`config.mk`:
```
export PLATFORM = sky130hd
export DESIGN_NAME = stopwatch_timer_dp
export DESIGN_NICKNAME = d
export VERILOG_FILES = /design/src/rtl/stopwatch_timer_dp.sv
export SDC_FILE = /design/constraint.sdc
export NUM_CORES = 1
export LEC_CHECK = 0
export ABC_AREA = 1
export CORE_UTILIZATION = 53
export CTS_CLUSTER_DIAMETER = 50
export DETAILED_ROUTE_END_ITERATION = 8
export GPL_TIMING_DRIVEN = 0
export PLACE_DENSITY = 0.88
export SLEW_MARGIN = 20
export SYNTH_ARGS = -nofsm -noshare
export SYNTH_HDL_FRONTEND = slang
export SYNTH_SLANG_ARGS = --single-unit
```
`constraint.sdc`:
```
create_clock -name clk -period 2.22 [get_ports clk]
set_input_delay 0.444 -clock clk [delete_from_list [all_inputs] [get_ports clk]]
set_output_delay 0.444 -clock clk [all_outputs]
set_load 0.02 [all_outputs]
```
`src/rtl/stopwatch_timer_dp.sv`:
```
// stopwatch_timer_dp: run-gated centisecond divider feeding a single-cycle
// msec/sec/min/hour chain that counts up (stopwatch) or down (countdown timer),
// with preset load, a one-cycle done pulse at zero and optional lap capture.
// Define STOPWATCH_LAP_EN to build the lap-capture registers; otherwise the
// lap input is ignored and every lap output is tied to 0.
module stopwatch_timer_dp #(
  parameter int CLK_HZ   = 100_000_000,
  parameter int TICK_HZ  = 100,
  parameter int HOUR_MAX = 24
) (
  input  logic       clk,
  input  logic       rst,
  input  logic       run,
  input  logic       clear,
  input  logic       mode,
  input  logic       load,
  input  logic [4:0] load_hour,
  input  logic [5:0] load_min,
  input  logic [5:0] load_sec,
  input  logic       lap,
  output logic [6:0] msec,
  output logic [6:0] sec,
  output logic [6:0] min,
  output logic [4:0] hour,
  output logic [6:0] lap_msec,
  output logic [6:0] lap_sec,
  output logic [6:0] lap_min,
  output logic [4:0] lap_hour,
  output logic       lap_valid,
  output logic       done
);

  localparam int DIV   = CLK_HZ / TICK_HZ;
  localparam int DIV_W = $clog2(DIV);
  localparam logic [DIV_W-1:0] DIV_LAST  = DIV_W'(DIV - 1);
  localparam logic [4:0]       HOUR_LAST = 5'(HOUR_MAX - 1);

  logic [DIV_W-1:0] div_reg;
  logic             expired_reg;
  logic [6:0]       msec_reg, sec_reg, min_reg;
  logic [4:0]       hour_reg;
  logic             done_reg;

  logic             tick;
  logic [6:0]       msec_next, sec_next, min_next;
  logic [4:0]       hour_next;
  logic             expire_hit;
  logic [6:0]       sec_preset, min_preset;
  logic [4:0]       hour_preset;

  // Divider terminal count; expired freezes the divider so no further ticks arrive.
  always_comb begin
    tick = run & ~expired_reg & (div_reg == DIV_LAST);
  end

  // Whole-chain next value from the current registers so every field moves on the same edge.
  always_comb begin
    msec_next  = msec_reg;
    sec_next   = sec_reg;
    min_next   = min_reg;
    hour_next  = hour_reg;
    expire_hit = 1'b0;
    if (!mode) begin
      msec_next = (msec_reg == 7'd99) ? 7'd0 : msec_reg + 7'd1;
      if (msec_reg == 7'd99) begin
        sec_next = (sec_reg == 7'd59) ? 7'd0 : sec_reg + 7'd1;
        if (sec_reg == 7'd59) begin
          min_next = (min_reg == 7'd59) ? 7'd0 : min_reg + 7'd1;
          if (min_reg == 7'd59) begin
            // Full-day rollover wraps silently.
            hour_next = (hour_reg == HOUR_LAST) ? 5'd0 : hour_reg + 5'd1;
          end
        end
      end
    end else if ((msec_reg == 7'd0) && (sec_reg == 7'd0) &&
                 (min_reg == 7'd0) && (hour_reg == 5'd0)) begin
      // Countdown already at zero: hold and flag expiry.
      expire_hit = 1'b1;
    end else begin
      msec_next = (msec_reg == 7'd0) ? 7'd99 : msec_reg - 7'd1;
      if (msec_reg == 7'd0) begin
        sec_next = (sec_reg == 7'd0) ? 7'd59 : sec_reg - 7'd1;
        if (sec_reg == 7'd0) begin
          min_next = (min_reg == 7'd0) ? 7'd59 : min_reg - 7'd1;
          if (min_reg == 7'd0) begin
            // Non-zero overall, so hour is non-zero here.
            hour_next = hour_reg - 5'd1;
          end
        end
      end
    end
  end

  // Preset saturation to the legal field ranges.
  always_comb begin
    sec_preset  = (load_sec > 6'd59) ? 7'd59 : {1'b0, load_sec};
    min_preset  = (load_min > 6'd59) ? 7'd59 : {1'b0, load_min};
    hour_preset = (load_hour > HOUR_LAST) ? HOUR_LAST : load_hour;
  end

  // Divider, counters, expired flag and done pulse with clear > load > tick priority.
  always_ff @(posedge clk or posedge rst) begin
    if (rst) begin
      div_reg     <= '0;
      expired_reg <= 1'b0;
      msec_reg    <= 7'd0;
      sec_reg     <= 7'd0;
      min_reg     <= 7'd0;
      hour_reg    <= 5'd0;
      done_reg    <= 1'b0;
    end else if (clear) begin
      div_reg     <= '0;
      expired_reg <= 1'b0;
      msec_reg    <= 7'd0;
      sec_reg     <= 7'd0;
      min_reg     <= 7'd0;
      hour_reg    <= 5'd0;
      done_reg    <= 1'b0;
    end else if (load) begin
      // Any tick landing on this edge is dropped.
      div_reg     <= '0;
      expired_reg <= 1'b0;
      msec_reg    <= 7'd0;
      sec_reg     <= sec_preset;
      min_reg     <= min_preset;
      hour_reg    <= hour_preset;
      done_reg    <= 1'b0;
    end else begin
      done_reg <= 1'b0;
      if (run && !expired_reg) begin
        div_reg <= tick ? '0 : div_reg + DIV_W'(1);
      end
      if (tick) begin
        msec_reg <= msec_next;
        sec_reg  <= sec_next;
        min_reg  <= min_next;
        hour_reg <= hour_next;
        if (expire_hit) begin
          done_reg    <= 1'b1;
          expired_reg <= 1'b1;
        end
      end
      // Switching to count-up re-arms the chain; expire_hit is never set in up mode.
      if (!mode) begin
        expired_reg <= 1'b0;
      end
    end
  end

  assign msec = msec_reg;
  assign sec  = sec_reg;
  assign min  = min_reg;
  assign hour = hour_reg;
  assign done = done_reg;

`ifdef STOPWATCH_LAP_EN
  logic [6:0] lap_msec_reg, lap_sec_reg, lap_min_reg;
  logic [4:0] lap_hour_reg;
  logic       lap_valid_reg;

  // Lap snapshot of the pre-update time; clear overrides a coincident lap.
  always_ff @(posedge clk or posedge rst) begin
    if (rst) begin
      lap_msec_reg  <= 7'd0;
      lap_sec_reg   <= 7'd0;
      lap_min_reg   <= 7'd0;
      lap_hour_reg  <= 5'd0;
      lap_valid_reg <= 1'b0;
    end else if (clear) begin
      lap_msec_reg  <= 7'd0;
      lap_sec_reg   <= 7'd0;
      lap_min_reg   <= 7'd0;
      lap_hour_reg  <= 5'd0;
      lap_valid_reg <= 1'b0;
    end else if (lap) begin
      lap_msec_reg  <= msec_reg;
      lap_sec_reg   <= sec_reg;
      lap_min_reg   <= min_reg;
      lap_hour_reg  <= hour_reg;
      lap_valid_reg <= 1'b1;
    end
  end

  assign lap_msec  = lap_msec_reg;
  assign lap_sec   = lap_sec_reg;
  assign lap_min   = lap_min_reg;
  assign lap_hour  = lap_hour_reg;
  assign lap_valid = lap_valid_reg;
`else
  logic unused_lap;
  assign unused_lap = lap;

  assign lap_msec  = 7'd0;
  assign lap_sec   = 7'd0;
  assign lap_min   = 7'd0;
  assign lap_hour  = 5'd0;
  assign lap_valid = 1'b0;
`endif

endmodule

```
==> impl_metrics.tcl <==
set metrics [dict create \
    status "completed" \
    min_path_type "in -> async" \
    routed_wl_um 10210 \
    wl_per_cell_um 12.85 \
    syn_area_per_cell_um2 6.645 \
    dieWidth_um 89.81 \
    synth.area.top_cells "dfrtp_1 29%, nand2_1 14%, nor2_1 7.2%" \
    cts_buffer_depth 2 \
    rsz0062_at_grt "no" \
    setup_viol 0 \
    utilization_pct 66.66 \
    slew_viol_final 0 \
    worstPathCellList "ha_1 -> nand3_1 -> nor2_2 -> nand3_1 -> nand2_4 -> nand3_4 -> nor2_4 -> nand2_1 -> o21ai_1" \
    initial_core_util_pct 55.45 \
    skew_ps 6.367 \
    drive_gt1_share_pct 13.07 \
    p_per_area_nw_per_um2 604.1 \
    netlist_top_cells_count "149 x nand2_1, 78 x nor2_1, 62 x inv_1" \
    syn_area_um2 4086 \
    r2r_setup_slack_ps 180 \
    synth_edf_count 0 \
    tightest_slew_ps 558.5 \
    core_um2 7370 \
    reg2reg_from "div_reg[0]" \
    r2r_cells 9 \
    area_growth_pct 20.21 \
    drt-initial-drc-count 275 \
    yosysTopAreaCell "dfrtp_1" \
    crit_path_end_kind "flip-flop" \
    total_leakage_power_nw 2.337 \
    synth_top_area_share_pct 29.39 \
    drc 0 \
    die_y_um 89.81 \
    cp_max_fo 8 \
    max_stage_delay_ps 410 \
    ir_drop_v 0.0004478 \
    yosysWarningCount 0 \
    rows 31 \
    worstPathRequired_ps 2460 \
    cts_made_buffers 5 \
    cts.sinks 48 \
    async_flop_share_pct 100.0 \
    io_pins 78 \
    worst_setup_path_start_kind "flip-flop" \
    largest_reg_flops 20 \
    clock_latency_ps 310 \
    routed_via_density 5.343 \
    fmax_mhz 490.9 \
    yosysSeqAreaShare_pct 29.39 \
    cp.arrival_ps 2270 \
    fin_crit_ps 2037 \
    r2r-end "hour[1]" \
    diodes 0 \
    crit_type "reg -> reg" \
    post_cts.repair.setup_buffers 0 \
    slowest_stage "dfrtp_1" \
    grt_usage_pct 25.91 \
    clk_pin_slew_ps 90 \
    ctsResizeCount 0 \
    maxCapViolCount 0 \
    slew_headroom_pct 62.77 \
    cts_tree "yes" \
    final.period_utilization_pct 91.76 \
    power.total_mw 2.967 \
    synth.most_common_cell "nand2_1" \
    dieArea_um2 8065 \
    htreeDepth 2 \
    first_global_vias 4037 \
    port_buffers 46 \
    critPathMostFrequentCell "nand3_1" \
    ys_seq_elements 48 \
    dp_hpwl_um 7860 \
    antenna_found_initial 0 \
    vias 4248 \
    final-hold-violation-count 0 \
    synth_flop_cell "dfrtp_1" \
    dr.pass1.iters 6 \
    gr-total-overflow 0 \
    final_antenna_net_count 0 \
    grt_pass1_wl_um 17440 \
    nets 729 \
    ys_types 37 \
    fill_cells 620 \
    gp_congestion 0.9569 \
    grt_max_degree 29 \
    clock-root-buffer "clkbuf_8" \
    synth_cells 615 \
    holdBufCountCts 0 \
]
## kinds of logic (layout without fill, tap and decap cells)
kind of cell    Yosys count  count (layout)  share of synthesized area [%]
flops                    48              48                          29.39
buf+inv                 109             164                          13.10
xor+xnor                 17              17                          3.644
compound gates           88              88                          11.33
other cells               1              27                        0.09177
fa+ha+maj                10              10                          3.062
simple gates            341             341                          39.13
mux                       1               1                         0.2450
## per-stage QoR
step	setup TNS, ps	worst slack [ps]	cells	hold WS [ps]	instance area [µm²]
final	0	182.9	795	452.0	4912
after global placement	-18680	-390.4	786	495.3	4768
after floorplan	0	373.0	641	474.2	4184
after CTS	0	178.9	795	466.7	4910
after detailed placement	-527.0	-83.24	787	504.4	4788
after global routing	0	14.59	795	497.9	4912
## layer usage
metal	wire length (µm)	part of all wire, %	track usage [%]	vias up
met4	159	1.6	9.836	0
met5	0	0	0	-
met2	5300	52	47.76	143
met1	4255	42	29.99	1980
li1	-	-	-	2104
met3	497	4.9	3.976	21
## worst max-delay path by stage
stage,start,endpoint,slack (ps)
finish,div_reg[0],hour[1],180
global route,run,hour[1],10
CTS,msec[0],hour[1],180
detailed placement,run,hour[1],-80
global placement,rst,min[5],-390
floorplan,msec[0],msec[6],370
## worst max-delay path, delay by kind of cell, from the launching register on
kind	cells	cell delay, ps
adder cells (fa/ha/maj)	1	240
flip-flops	1	410
AND/OR/NAND/NOR	7	1220
AO/OA/AOI/OAI	1	80
## report_power, final
| part | switching, mW | internal [mW] |
|---|---|---|
| logic | 0.730 | 0.486 |
| registers | 0.125 | 0.949 |
| clock network | 0.310 | 0.369 |
| total | 1.16 | 1.80 |
## layout make-up
| cell class | instances | area (µm²) | share of cell area, % |
|---|---|---|---|
| clock inverter | 2 | 38.79 | 0.7896 |
| tap | 99 | 123.9 | 2.522 |
| multi-input combinational | 484 | 2450 | 49.87 |
| sequential | 48 | 1201 | 24.45 |
| buffer | 40 | 276.5 | 5.629 |
| timing repair buffer | 47 | 480.5 | 9.781 |
| clock buffer | 6 | 82.58 | 1.681 |
| inverter | 69 | 259.0 | 5.273 |
## cell usage in the layout (no fill, tap or decap), drive strengths merged, types with 5 or more instances in the layout
cell	count
dfrtp	48
clkbuf	8
conb	27
nand4	12
a21oi	25
o21ai	50
nor3	10
xor2	12
nand3	58
xnor2	5
nor2	94
clkdlybuf4s50	46
inv	68
ha	10
buf	39
nand2	158
a31oi	5
Power figures use the tool's default switching activity.
